File: src/rtl/reset_seq_pkg.sv
// Shared types and constants for the reset sequencer: FSM state encoding,
// reset-domain indices and default timing parameters.
package reset_seq_pkg;

    typedef enum logic [1:0] {
        ASSERT  = 2'd0,
        RELEASE = 2'd1,
        RUN     = 2'd2
    } seq_state_t;

    // Reset domains in release order.
    localparam int STAGE_MEM = 0;
    localparam int STAGE_CPU = 1;
    localparam int STAGE_IO  = 2;

    localparam int DEF_NUM_STAGES      = STAGE_IO + 1;
    localparam int DEF_HOLD_CYCLES     = 16;
    localparam int DEF_GAP_CYCLES      = 4;
    localparam int DEF_DEBOUNCE_CYCLES = 1000000;

    function automatic int max_int(input int a, input int b);
        return (a > b) ? a : b;
    endfunction

endpackage

File: src/rtl/reset_sequencer_debounce.sv
// Button debouncer: the output level follows the synchronized input only after
// CYCLES consecutive samples disagree with the current level.
`ifdef RESET_SEQ_DEBOUNCE_EN
module debounce #(
    parameter int CYCLES = 1000000
) (
    input  logic CLK_100MHz,
    input  logic RESET_N,
    input  logic SAMPLE,
    output logic LEVEL
);

    localparam int                CNT_W    = (CYCLES > 1) ? $clog2(CYCLES) : 1;
    localparam logic [CNT_W-1:0]  CNT_LAST = CNT_W'(CYCLES - 1);

    logic [CNT_W-1:0] cnt_reg;
    logic             level_reg;

    always_ff @(posedge CLK_100MHz or negedge RESET_N) begin
        if (!RESET_N) begin
            cnt_reg   <= '0;
            level_reg <= 1'b0;
        end else if (SAMPLE == level_reg) begin
            cnt_reg   <= '0;
        end else if (cnt_reg == CNT_LAST) begin
            level_reg <= SAMPLE;
            cnt_reg   <= '0;
        end else begin
            cnt_reg   <= cnt_reg + 1'b1;
        end
    end

    assign LEVEL = level_reg;

endmodule
`endif

File: src/rtl/reset_sequencer.sv
// Ordered per-domain reset release controller. Define RESET_SEQ_DEBOUNCE_EN to
// route the front-panel button through the debounce sub-module.
module reset_sequencer
    import reset_seq_pkg::*;
#(
    parameter int NUM_STAGES      = DEF_NUM_STAGES,
    parameter int HOLD_CYCLES     = DEF_HOLD_CYCLES,
    parameter int GAP_CYCLES      = DEF_GAP_CYCLES,
    parameter int DEBOUNCE_CYCLES = DEF_DEBOUNCE_CYCLES
) (
    input  logic                  CLK_100MHz,
    input  logic                  RESET_N,
    input  logic                  BUT,
    input  logic                  SW_REQ,
    output logic [NUM_STAGES-1:0] STAGE_RST,
    output logic                  READY,
    output logic                  BUSY
);

    localparam int               CNT_W     = $clog2(max_int(HOLD_CYCLES, GAP_CYCLES) + 1);
    localparam int               IDX_W     = (NUM_STAGES > 1) ? $clog2(NUM_STAGES) : 1;
    localparam logic [CNT_W-1:0] HOLD_LAST = CNT_W'(HOLD_CYCLES - 1);
    localparam logic [CNT_W-1:0] GAP_LAST  = CNT_W'(GAP_CYCLES - 1);
    localparam logic [IDX_W-1:0] IDX_LAST  = IDX_W'(NUM_STAGES - 1);

    if (NUM_STAGES < 1) begin : g_bad_num_stages
        $error("reset_sequencer: NUM_STAGES must be >= 1");
    end
    if (HOLD_CYCLES < 1) begin : g_bad_hold
        $error("reset_sequencer: HOLD_CYCLES must be >= 1");
    end
    if (GAP_CYCLES < 1) begin : g_bad_gap
        $error("reset_sequencer: GAP_CYCLES must be >= 1");
    end
    if (DEBOUNCE_CYCLES < 1) begin : g_bad_debounce
        $error("reset_sequencer: DEBOUNCE_CYCLES must be >= 1");
    end

    logic [1:0]            rst_sync_reg;
    logic [1:0]            but_sync_reg;
    logic                  but_level;
    logic                  but_prev_reg;
    logic                  but_req;
    logic                  restart_req;

    seq_state_t            state_reg, state_next;
    logic [CNT_W-1:0]      cnt_reg, cnt_next;
    logic [IDX_W-1:0]      idx_reg, idx_next;
    logic [NUM_STAGES-1:0] stage_rst_reg, stage_rst_next;
    logic                  ready_reg, ready_next;
    logic                  busy_reg, busy_next;

    logic [NUM_STAGES-1:0] stage_hit;
    logic                  hold_done;
    logic                  gap_done;
    logic                  last_stage;

    // The hold counter advances once the first synchronizer flop is high;
    // a metastable first flop can only shift that by one count. The release
    // itself waits for the fully synchronized flag.
    always_ff @(posedge CLK_100MHz or negedge RESET_N) begin
        if (!RESET_N) begin
            rst_sync_reg <= 2'b00;
        end else begin
            rst_sync_reg <= {rst_sync_reg[0], 1'b1};
        end
    end

    always_ff @(posedge CLK_100MHz or negedge RESET_N) begin
        if (!RESET_N) begin
            but_sync_reg <= 2'b00;
            but_prev_reg <= 1'b0;
        end else begin
            but_sync_reg <= {but_sync_reg[0], BUT};
            but_prev_reg <= but_level;
        end
    end

`ifdef RESET_SEQ_DEBOUNCE_EN
    debounce #(
        .CYCLES     (DEBOUNCE_CYCLES)
    ) u_debounce (
        .CLK_100MHz (CLK_100MHz),
        .RESET_N    (RESET_N),
        .SAMPLE     (but_sync_reg[1]),
        .LEVEL      (but_level)
    );
`else
    assign but_level = but_sync_reg[1];
`endif

    // Only a rising edge of the conditioned level counts, so a held button
    // yields one request.
    assign but_req     = but_level & ~but_prev_reg;
    assign restart_req = SW_REQ | but_req;

    for (genvar gi = 0; gi < NUM_STAGES; gi++) begin : g_stage_hit
        assign stage_hit[gi] = (idx_reg == IDX_W'(gi));
    end

    assign hold_done  = (state_reg == ASSERT) && rst_sync_reg[1] && (cnt_reg == HOLD_LAST);
    assign gap_done   = (state_reg == RELEASE) && (cnt_reg == GAP_LAST);
    assign last_stage = (idx_reg == IDX_LAST);

    // State register, including the registered outputs.
    always_ff @(posedge CLK_100MHz or negedge RESET_N) begin
        if (!RESET_N) begin
            state_reg     <= ASSERT;
            cnt_reg       <= '0;
            idx_reg       <= IDX_W'(STAGE_MEM);
            stage_rst_reg <= '1;
            ready_reg     <= 1'b0;
            busy_reg      <= 1'b1;
        end else begin
            state_reg     <= state_next;
            cnt_reg       <= cnt_next;
            idx_reg       <= idx_next;
            stage_rst_reg <= stage_rst_next;
            ready_reg     <= ready_next;
            busy_reg      <= busy_next;
        end
    end

    // Next-state logic.
    always_comb begin
        state_next = state_reg;
        cnt_next   = cnt_reg;
        idx_next   = idx_reg;
        if (restart_req) begin
            state_next = ASSERT;
            cnt_next   = '0;
            idx_next   = IDX_W'(STAGE_MEM);
        end else begin
            case (state_reg)
                ASSERT: begin
                    if (hold_done) begin
                        cnt_next = '0;
                        if (NUM_STAGES == 1) begin
                            state_next = RUN;
                        end else begin
                            state_next = RELEASE;
                            idx_next   = IDX_W'(STAGE_CPU);
                        end
                    end else if (rst_sync_reg[0] && (cnt_reg != HOLD_LAST)) begin
                        cnt_next = cnt_reg + 1'b1;
                    end
                end
                RELEASE: begin
                    if (gap_done) begin
                        cnt_next = '0;
                        if (last_stage) begin
                            state_next = RUN;
                        end else begin
                            idx_next = idx_reg + 1'b1;
                        end
                    end else begin
                        cnt_next = cnt_reg + 1'b1;
                    end
                end
                default: ;
            endcase
        end
    end

    // Output logic: next values of the registered outputs.
    always_comb begin
        stage_rst_next = stage_rst_reg;
        ready_next     = ready_reg;
        busy_next      = busy_reg;
        if (restart_req) begin
            stage_rst_next = '1;
            ready_next     = 1'b0;
            busy_next      = 1'b1;
        end else if (hold_done || gap_done) begin
            stage_rst_next = stage_rst_reg & ~stage_hit;
            if ((hold_done && NUM_STAGES == 1) || (gap_done && last_stage)) begin
                ready_next = 1'b1;
                busy_next  = 1'b0;
            end
        end
    end

    assign STAGE_RST = stage_rst_reg;
    assign READY     = ready_reg;
    assign BUSY      = busy_reg;

endmodule

File: config.mk
export PLATFORM = sky130hd
export DESIGN_NAME = reset_sequencer
export DESIGN_NICKNAME = d
export VERILOG_FILES = /design/src/rtl/reset_seq_pkg.sv /design/src/rtl/reset_sequencer_debounce.sv /design/src/rtl/reset_sequencer.sv
export SDC_FILE = /design/constraint.sdc
export NUM_CORES = 1
export LEC_CHECK = 0
export ABC_AREA = 1
export ABC_CLOCK_PERIOD_IN_PS = 2600
export CELL_PAD_IN_SITES_DETAIL_PLACEMENT = 0
export CELL_PAD_IN_SITES_GLOBAL_PLACEMENT = 1
export CORE_ASPECT_RATIO = 0.8
export CORE_UTILIZATION = 44
export DETAILED_ROUTE_END_ITERATION = 6
export PLACE_DENSITY = 0.8
export REMOVE_ABC_BUFFERS = 1
export SLEW_MARGIN = 10
export SYNTH_ARGS = -nofsm -noshare
export SYNTH_HDL_FRONTEND = slang
export SYNTH_SLANG_ARGS = --single-unit
File: constraint.sdc
create_clock -name CLK_100MHz -period 2.6 [get_ports CLK_100MHz]
set_input_delay 0.52 -clock CLK_100MHz [delete_from_list [all_inputs] [get_ports CLK_100MHz]]
set_output_delay 0.52 -clock CLK_100MHz [all_outputs]
set_load 0.03 [all_outputs]
# Yosys cells after proc, flatten, opt, wreduce, memory -nomap -nowiden
# Cells that the tools add are included.
# Widths: inputs -> output; s select.
# totals
wordCells,64
output_inout_bits,5
reg_bits,19
# classes
eq_ne,11
bitwise,5
reduce_logical,15
muxes,22
add_sub_neg,2
# op_table
cell,count
$mux 5,4
$mux 2,7
$ne 3x3->1 const B,4
$pmux 5 s2,1
$pmux 2 s2,2
$reduce_and 4->1,2
$mux 1,6
$mux 3,2
$add 5x1->5 const B,1
$eq 5x2->1 const B,1
$eq 5x4->1 const B,1
$logic_and 1x1->1,5
$ne 5x4->1 const B,1
$eq 2x1->1 const B,2
$logic_not 2->1,2
$ne 4x3->1 const B,1
$reduce_and 2->1,2
$reduce_bool 2->1,2
$and 3x3->3,1
$not 3->3,1
$reduce_bool 3->1,1
$add 2x1->2 const B,1
$eq 2x2->1 const B,1
$and 1x1->1,1
3 further kinds,3

# Longest topological paths before layout
# Gate-level depths: netlist of the first run.
# logic_depth
ltp_word,6
depth_mapped,10

# Least setup slack after synthesis of the first run
# OpenSTA, ideal clock, no wires.
# synth_path
kind,register to register
start,reg cnt_reg[0]
end,reg cnt_reg[1]
path_buffers,0
path_slack_ps,1094
setup_ps,125
period_less_slack_ps,1506
stages_incl_launch_ff,10
t_arrival_ps,1381
cell_sequence,dfrtp_1 ha_1 inv_1 nor3_1 ha_1 inv_1 nand2_1 nand4_1 nand2_2 o21ai_1
# synth_via
elab_chain_len,5
elab_cells_between_ends,14
cone_classes,1 x add/sub; 4 x eq/ne; 5 x mux; 4 x reduce/logical
# synth_lines
item,line_no,text
start: declaration,reset_sequencer.sv:47,"logic [CNT_W-1:0] cnt_reg, cnt_next;"
start signal: assignment,reset_sequencer.sv:116,cnt_reg <= cnt_next;
$add 5x1->5 (tied with other cells),"reset_sequencer.sv:145, reset_sequencer.sv:157",
$mux 5 (tied with other cells),reset_sequencer.sv:144,end else if (rst_sync_reg[0] && (cnt_reg != HOLD_LAST)) begin
"$mux 5, on equally long branches","reset_sequencer.sv:136, reset_sequencer.sv:149",
$pmux 5 s2,reset_sequencer.sv:134,case (state_reg)
$mux 5,reset_sequencer.sv:129,if (restart_req) begin
# Parallel ways exist; a longest one is shown, timed or not. The select of a mux whose other input is x is not followed.
# A chain may end at the register's enable or synchronous reset.

# Final worst setup path of the first run
# layout_path
start,"reg stage_rst_reg[1], in the netlist STAGE_RST[1]"
end,out STAGE_RST[1]
# layout_lines
item,line_no,text
start: declaration,reset_sequencer.sv:49,"logic [NUM_STAGES-1:0] stage_rst_reg, stage_rst_next;"
start signal: assignment,reset_sequencer.sv:118,stage_rst_reg <= stage_rst_next;
end: declaration,reset_sequencer.sv:15,"output logic [NUM_STAGES-1:0] STAGE_RST,"
# No word-level cell between the ends.

==> results of run 1 <==
-- power groups by stage --
stage / logic, uW / clock network [uW] / registers (uW)
after global placement: 235 / 0 / 382
after floorplan: 164 / 0 / 388
after detailed placement: 238 / 0 / 383
final: 235 / 149 / 378
after global routing: 278 / 162 / 384
after CTS: 239 / 153 / 378
-- cell families (layout without fill, tap and decap cells) --
group / after synthesis / in the layout / synth area share [%]
and+or+nand+nor: 55 / 55 / 25.9
other: 1 / 1 / 0.384
buffers and inverters: 20 / 33 / 7.68
adders and majority gates: 5 / 5 / 6.40
DFF: 19 / 19 / 49.2
AOI/OAI and AO/OA: 14 / 14 / 8.71
xor gates and xnor gates: 2 / 2 / 1.79
-- cell type report --
type / count / area (um^2)
multi-input cells: 77 / 422
well taps: 24 / 30.0
flip-flops and latches: 19 / 480
repair buffers: 9 / 87.6
inverters: 20 / 75.1
fillers: 197 / 858
clock buffers: 4 / 26.3
-- per-layer routing --
layer / wire, um / track usage [%]
met1: 905 / 26.7
met2: 714 / 25.1
met3: 132 / 7.56
met4: 0 / 2.56
met5: 0 / 0
-- stage by stage --
step	total power, uW	hold WS, ns	area (um^2)
after floorplan	552	0.224	977
after global placement	617	0.343	1090
after detailed placement	621	0.343	1090
after CTS	770	0.374	1120
after global routing	824	0.380	1120
final	762	0.367	1120
-- path summary, 6_finish.rpt --
path | start | end | cells past startpoint
worst max-delay path | STAGE_RST[1]$_DFFE_PN1P_ | STAGE_RST[1] | 1
worst min register to register | but_sync_reg[0]$_DFF_PN0_ | but_sync_reg[1]$_DFF_PN0_ | 0
min in group asynchronous | RESET_N | cnt_reg[2]$_DFFE_PN0P_ | 2
worst max register to register | cnt_reg[0]$_DFFE_PN0P_ | cnt_reg[3]$_DFFE_PN0P_ | 10
max in group asynchronous | RESET_N | STAGE_RST[2]$_DFFE_PN1P_ | 2
worst min-delay path | but_sync_reg[0]$_DFF_PN0_ | but_sync_reg[1]$_DFF_PN0_ | 0
-- cell usage after synthesis, drive strengths merged --
| cell | instances | share of area, % |
|---|---|---|
| inv | 20 | 7.7 |
| a21oi | 3 | 2.7 |
| nand4 | 4 | 2.6 |
| nand2 | 34 | 13 |
| conb | 1 | 0.38 |
| dfrtp | 15 | 38 |
| xor2 | 2 | 1.8 |
| o21ai | 11 | 6.0 |
| ha | 5 | 6.4 |
| nand3 | 8 | 4.1 |
| nor3 | 1 | 0.51 |
| nor2 | 8 | 5.4 |
| dfstp | 4 | 11 |
==> results.md, run 1 <==
- Post-route clock skew: about 0.0075 ns
- Core area: approximately 2000 um^2
- Routed WL: between 1500 and 2000 um
- Library cell used as clock root buffer: sky130_fd_sc_hd__clkbuf_4
- Post-CTS setup-driven buffer insertion count: 0
- Number of vias per cell after detailed routing: just under 5
- Number of library cell types mapped by synthesis: 19
- Placer Congestion: ~0.78
- Count of cells resized by post-cts repair: 0
- Switching Share: 36.7%
- Sum of negative setup slack: 0 ns
- Required time of the critical path: approximately 2.1 ns
- Hold buffer count at cts: 0
- Deepest clock path buffer count: 2
- Setup Crit Path Kind: flip-flop to output port
- Cell-internal power: slightly below 500 uW
- TritonCTS clock tree: built
- # diodes: 0
- Outcome: finished, final reports clean
- CTS H-Tree Depth: 1
- Final Non-Filler Cells: roughly 150
- Full die area: 2410 um^2
- Vias: about 760
- Initial DRC Count: 13
- Detailed Place HPWL: 1370 um
- Final core utilization: 56.6%
- Internal reg-to-reg setup slack: approximately 0.84 ns
- Mean post-synth cell area: approximately 8.4 um^2
- Yosys synthesis warning count: 0
- Vias in the first global route: ~700
- Length of the first detailed-routing pass in iterations: 4
- Synthesized cell area: 977 um^2
- Buf/Inv on CP: 1
- Switching pwr: 280 uW
- TritonCTS Buffers: 3
- TritonCTS Sinks: 19
- I/O Buffers: 8
- Antenna violations before repair: 0
- Final-report max-slew violation count: 0
- Sequential fraction of the synthesis area: 49.2%
- Top fanout value on the critical path: 2
- Commonest cells after routing, fill and taps aside: sky130_fd_sc_hd__nand2_1, sky130_fd_sc_hd__inv_1, sky130_fd_sc_hd__dfrtp_1
- Number of register bits inferred by synthesis: 19
- Delay contributed by the slowest stage of the critical path: about 0.66 ns
- Area added between synthesis and finish: 14.7%
- Global-route wire length before repair: just over 3000 um
- Final worst-path cycle share: 78.2%
- Sequence of cells on the critical path: clkdlybuf4s50_1
- GRT Overall Usage: between 10% and 20%
- Worst setup slack after placement: 0.734 ns
- Pwr/cell area: 680 nW/um^2
- Clock latency reported for the late side of the worst-skew pair: approximately 0.30 ns
- Data arrival time at the worst-slack endpoint: ~1.5 ns
- Max-capacitance violation count: 0
- Peak supply drop: 0.543 mV
- Max Clock Freq: 492 MHz
- # placed instances: around 150
- Combinational share of power: around 30%
- DRC: 0
- Reg power frac: 49.6%
- Library cell contributing the largest single delay on the critical path: sky130_fd_sc_hd__clkdlybuf4s50_1
- Share of layout cells above drive strength 1: 11.6%
- Flip-flop count of the largest register after layout: 5
- Post-route minimum period: between 2 and 2.5 ns
- ANT nets after route: 0
- Initial Utilization: 49.4%
- Worst setup EP type: output port
- Clock slew seen by the registers of the worst setup and hold paths: 0.11 ns
- Top-level port count: 9
- Die Span X: roughly 55 um
- Remaining global-route overflow: 0
- Total number of placement rows: 14
- Setup ws final: 0.568 ns
- Most common cell after layout, fill and taps aside: sky130_fd_sc_hd__nand2_1
- Relative contribution of the clock network to total power: between 10% and 20%
- Die height: 44.2 um
- Setup repair after global routing missed its margin: no
- Number of failing setup endpoints in the final timing report: 0
- Drt wl/cell: between 10 and 15 um
- HP Class: flip-flop to flip-flop
- Cells after Synth: 116
- Final hold viol count: 0
- Static leakage: between 0.0005 and 0.0006 uW
- Kind of cell adding the most delay to the critical path: buffers and inverters
- Maximum number of pins on one net before global-route repair: 20
- Launching element type of the critical path: flip-flop
- Post-layout nets: between 100 and 150
Note: power is estimated with default switching activity, not from simulation.
==> run 2: changes to the inputs <==
ABC_CLOCK_PERIOD_IN_PS = 2100   (was 2600)
CORE_UTILIZATION = 41   (was 44)
PLACE_DENSITY = 0.75   (was 0.8)
clock period = 2.1 ns   (was 2.6 ns; I/O delays follow)
==> results.md, run 2 (same netlist as run 1, synthesis figures left out) <==
- Outcome: finished, final reports clean
- Full die area: ~2600 um^2
- Most common cell after layout, fill and taps aside: sky130_fd_sc_hd__nand2_1
- Worst-case reg-to-reg path depth: 10
- Setup repair after global routing missed its margin: no
- TritonCTS clock tree: built
- Commonest cells after routing, fill and taps aside: sky130_fd_sc_hd__nand2_1, sky130_fd_sc_hd__inv_1, sky130_fd_sc_hd__dfrtp_1
- Setup Crit Path Kind: flip-flop to output port
- CP Capture Point: STAGE_RST[2]
- Die height: about 46 um
- Fin Hold WS: around 0.37 ns
- Die Span X: about 57 um
- Final worst-path cycle share: between 90% and 100%
- Pwr/cell area: about 830 nW/um^2
- Hold buffer count at cts: 0
- Placer Congestion: 0.818
- Post-CTS setup-driven buffer insertion count: 0
- Delay contributed by the slowest stage of the critical path: between 0.6 and 0.7 ns
- Kind of cell adding the most delay to the critical path: buffers and inverters
- Top fanout value on the critical path: 2
- Initial Utilization: 44.5%
- Maximum number of pins on one net before global-route repair: 20
- GRT Overall Usage: between 15 and 20%
- Area of all placed cells without fillers: about 1100 um^2
- Peak supply drop: approximately 0.68 mV
- Launching element type of the critical path: flip-flop
- Power after layout: approximately 940 uW
- Sequence of cells on the critical path: clkdlybuf4s50_1
- Worst reg2reg path startpoint: cnt_reg[0]$_DFFE_PN0P_
- Count of cells resized by post-cts repair: 0
- Clock latency reported for the late side of the worst-skew pair: about 0.29 ns
- Area added between synthesis and finish: 14.9%
- Final-report max-slew violation count: 0
- Share of layout cells above drive strength 1: 11.6%
- Routed WL: 1660 um
- TritonCTS Buffers: 3
- Logic depth of the worst setup path including buffers: 1
- Initial DRC Count: 13
- Clock slew seen by the registers of the worst setup and hold paths: 0.10 ns
- Max Clock Freq: around 520 MHz
- Internal reg-to-reg setup slack: between 0.3 and 0.4 ns
- Remaining global-route overflow: 0
- Library cell used as clock root buffer: sky130_fd_sc_hd__clkbuf_4
- Number of vias per cell after detailed routing: 4.82
- I/O Buffers: 8
- Static leakage: between 0.0005 and 0.0006 uW
- Cell area after placement: between 1000 and 1500 um^2
- Max-capacitance violation count: 0
- # diodes: 0
- CTS H-Tree Depth: 1
- Post-layout nets: roughly 140
- Antenna violations before repair: 0
- Final hold viol count: 0
- Beginning of the critical path: STAGE_RST[2]$_DFFE_PN1P_
- Vias in the first global route: around 720
- Drt wl/cell: ~11 um
- Worst setup EP type: output port
- Data arrival time at the worst-slack endpoint: about 1.5 ns
- Length of the first detailed-routing pass in iterations: 4
- Fillers: between 200 and 250
- Post-route clock skew: around 0.0027 ns
- Buf/Inv on CP: 1
- Vias: between 700 and 800
- Flip-flop count of the largest register after layout: 5
- Total number of placement rows: 15
- Detailed Place HPWL: around 1300 um
- Sequential cell area in the final layout: 480 um^2
- Sum of negative setup slack: 0 ns
- DRC: 0
- TritonCTS Sinks: 19
- Top-level port count: 9
- ANT nets after route: 0
- Critical R2R Capture: state_reg[1]$_DFFE_PN0P_
- Library cell contributing the largest single delay on the critical path: sky130_fd_sc_hd__clkdlybuf4s50_1
- Required time of the critical path: roughly 1.7 ns
- Global-route wire length before repair: a little over 3000 um
- HP Class: flip-flop to flip-flop
- Post-route minimum period: between 1.5 and 2 ns
- Core area: about 2200 um^2
- Deepest clock path buffer count: 2
- Multi-input combinational cell area: between 400 and 500 um^2
- Number of failing setup endpoints in the final timing report: 0
- Final core utilization: between 50% and 60%
run 2: cell counts in the layout (fill, tap and decap cells not counted):
Identical to the previous run, type by type.
run 2: stage by stage:
step	setup slack, ns	instances
after floorplan	0.594	116
after global placement	0.360	150
after detailed placement	0.363	150
after CTS	0.167	154
after global routing	0.124	154
final	0.182	154
run 2: final cells by class:
cell class,count,area share [%]
Inverter,20,6.69
Sequential cell,19,42.8
Tap cell,25,2.79
Clock buffer,4,2.34
Timing Repair Buffer,9,7.80
Multi-Input combinational cell,77,37.6
run 2: worst min path at each step:
stage                                         start                         to  slack [ns]  depth (start not counted)
after global routing      but_sync_reg[0]$_DFF_PN0_  but_sync_reg[1]$_DFF_PN0_        0.38                          0
after CTS                 but_sync_reg[0]$_DFF_PN0_  but_sync_reg[1]$_DFF_PN0_        0.37                          0
after global placement    but_sync_reg[0]$_DFF_PN0_  but_sync_reg[1]$_DFF_PN0_        0.34                          0
final                     but_sync_reg[0]$_DFF_PN0_  but_sync_reg[1]$_DFF_PN0_        0.37                          0
after floorplan                             RESET_N          READY$_DFFE_PN0P_        0.12                          0
after detailed placement  but_sync_reg[0]$_DFF_PN0_  but_sync_reg[1]$_DFF_PN0_        0.34                          0
run 2: report_power, final:
group | switching (uW) | internal [uW] | total, uW
clock network | 104 | 73.9 | 178
registers | 44.4 | 422 | 466
logic | 190 | 102 | 292
total | 339 | 598 | 936
run 2: routing by layer:
layer / global-route usage, % / wire length (um) / share of wire (%)
met2: 22.6 / 661 / 40
met5: 0 / 0 / 0
met4: 5.85 / 21 / 1.3
met1: 22.2 / 900 / 54
met3: 5.97 / 76 / 4.6
==> run 3: changes to the inputs <==
ABC_CLOCK_PERIOD_IN_PS = 1900   (was 2100)
SLEW_MARGIN = 20   (was 10)
clock period = 1.9 ns   (was 2.1 ns; I/O delays follow)
==> results.md, run 3 (same netlist as run 1, synthesis figures left out) <==
- Delay contributed by the slowest stage of the critical path: 0.40 ns
- Outcome: finished, final reports clean
- Static leakage: between 0.0005 and 0.0006 uW
- Number of vias per cell after detailed routing: about 5
- Worst setup EP type: flip-flop
- Clock latency reported for the late side of the worst-skew pair: 0.29 ns
- Clock slew seen by the registers of the worst setup and hold paths: about 0.10 ns
- GRT Overall Usage: between 10% and 20%
- Setup ws final: approximately 0.2 ns
- Core area: ~2200 um^2
- Setup Crit Path Kind: flip-flop to flip-flop
- Final-report max-slew violation count: 0
- Maximum number of pins on one net before global-route repair: 20
- Launching element type of the critical path: flip-flop
- Cell area after placement: 1100 um^2
- Sequence of cells on the critical path: ha_1 > inv_1 > nor3_1 > ha_2 > nand2_1 > nand4_1 > nand2_1 > inv_1 > nand3_1 > nand2_1
- Kind of cell adding the most delay to the critical path: simple AND/OR/NAND/NOR gates
- TritonCTS Sinks: 19
- Area of all placed cells without fillers: ~1100 um^2
- Detailed Place HPWL: 1250 um
- Area added between synthesis and finish: 17.0%
- Number of failing setup endpoints in the final timing report: 0
- CTS H-Tree Depth: 1
- Most frequent cell on the critical path: sky130_fd_sc_hd__nand2_1
- Max Clock Freq: 587 MHz
- Post-route clock skew: 0.00654 ns
- Flip-flop count of the largest register after layout: 5
- Library cell contributing the largest single delay on the critical path: sky130_fd_sc_hd__dfrtp_1
- Vias in the first global route: 736
- Final core utilization: a little over half
- Internal reg-to-reg setup slack: ~0.20 ns
- Post-layout nets: 140
- Buf/Inv on CP: 2
- Global-route wire length before repair: between 3000 and 4000 um
- Total number of placement rows: 15
- Data arrival time at the worst-slack endpoint: just under 2 ns
- Commonest cells after routing, fill and taps aside: sky130_fd_sc_hd__nand2_1, sky130_fd_sc_hd__inv_1, sky130_fd_sc_hd__dfrtp_1
- Share of layout cells above drive strength 1: about an eighth
- TritonCTS clock tree: built
- Placer Congestion: between 0.8 and 0.9
- Routed WL: about 1700 um
- Drt wl/cell: about 11 um
- Die height: 45.7 um
- ANT nets after route: 0
- Required time of the critical path: 2.14 ns
- Initial DRC Count: 24
- TritonCTS Buffers: 3
- Fin Hold WS: roughly 0.37 ns
- Post-route minimum period: between 1.5 and 2 ns
- Power after layout: around 1000 uW
- DRC: 0
- Initial Utilization: 44.5%
- Worst setup slack after placement: ~0.16 ns
- Antenna violations before repair: 0
- Full die area: about 2600 um^2
- Fillers: ~220
- Library cell used as clock root buffer: sky130_fd_sc_hd__clkbuf_4
- # diodes: 0
- Final hold viol count: 0
- Deepest clock path buffer count: 2
- Top fanout value on the critical path: 4
- Top-level port count: 9
- Length of the first detailed-routing pass in iterations: 4
- Vias: about 770
- Die Span X: ~57 um
- Pwr/cell area: 916 nW/um^2
- HP Class: flip-flop to flip-flop
- Peak supply drop: 0.523 mV
- Final worst-path cycle share: between 80% and 90%
- Most common cell after layout, fill and taps aside: sky130_fd_sc_hd__nand2_1
- I/O Buffers: 8
- Max-capacitance violation count: 0
- Remaining global-route overflow: 0
==> run 3: where the power goes <==
group,internal [uW],switching [uW]
Combinational,117,217
Clock,81.7,118
Sequential,466,48.0
==> run 3: area by class of cell <==
type	instances	area [um^2]	share of cell area [%]
tap	25	31.3	2.74
clock buffer	4	26.3	2.30
multi-input combinational	77	429	37.5
timing repair buffer	10	101	8.86
sequential	19	480	42.0
inverter	20	75.1	6.56
==> run 3: what timing repair did <==
| item | CTS | global route |
|---|---|---|
| hold buffers | 0 | 0 |
| buffers inserted | 0 | 1 |
| setup endpoints to repair | 1 | 9 |
| gates resized for setup | 1 | 6 |
==> run 3: final timing paths <==
kind	start	to	cells past startpoint
setup / recovery	cnt_reg[0]$_DFFE_PN0P_	state_reg[0]$_DFFE_PN0P_	10
hold / removal	but_sync_reg[0]$_DFF_PN0_	but_sync_reg[1]$_DFF_PN0_	0
setup reg to reg	cnt_reg[0]$_DFFE_PN0P_	state_reg[0]$_DFFE_PN0P_	10
hold reg to reg	but_sync_reg[0]$_DFF_PN0_	but_sync_reg[1]$_DFF_PN0_	0
max in group asynchronous	RESET_N	BUSY$_DFFE_PN1P_	2
min in group asynchronous	RESET_N	cnt_reg[3]$_DFFE_PN0P_	2
==> run 3: per-layer routing <==
layer  track usage, %  vias up  part of all wire [%]
met5                0        -                     0
met4             4.39        0                  0.69
met3             6.25        2                   5.5
met2             24.9       18                    43
met1             22.4      362                    51
li1                 -      390                     -
==> run 3: stage by stage <==
step                std cells  setup TNS [ns]
CTS                       154               0
global route              155         -0.0133
detailed placement        150               0
global placement          150               0
floorplan                 116               0
finish                    155               0
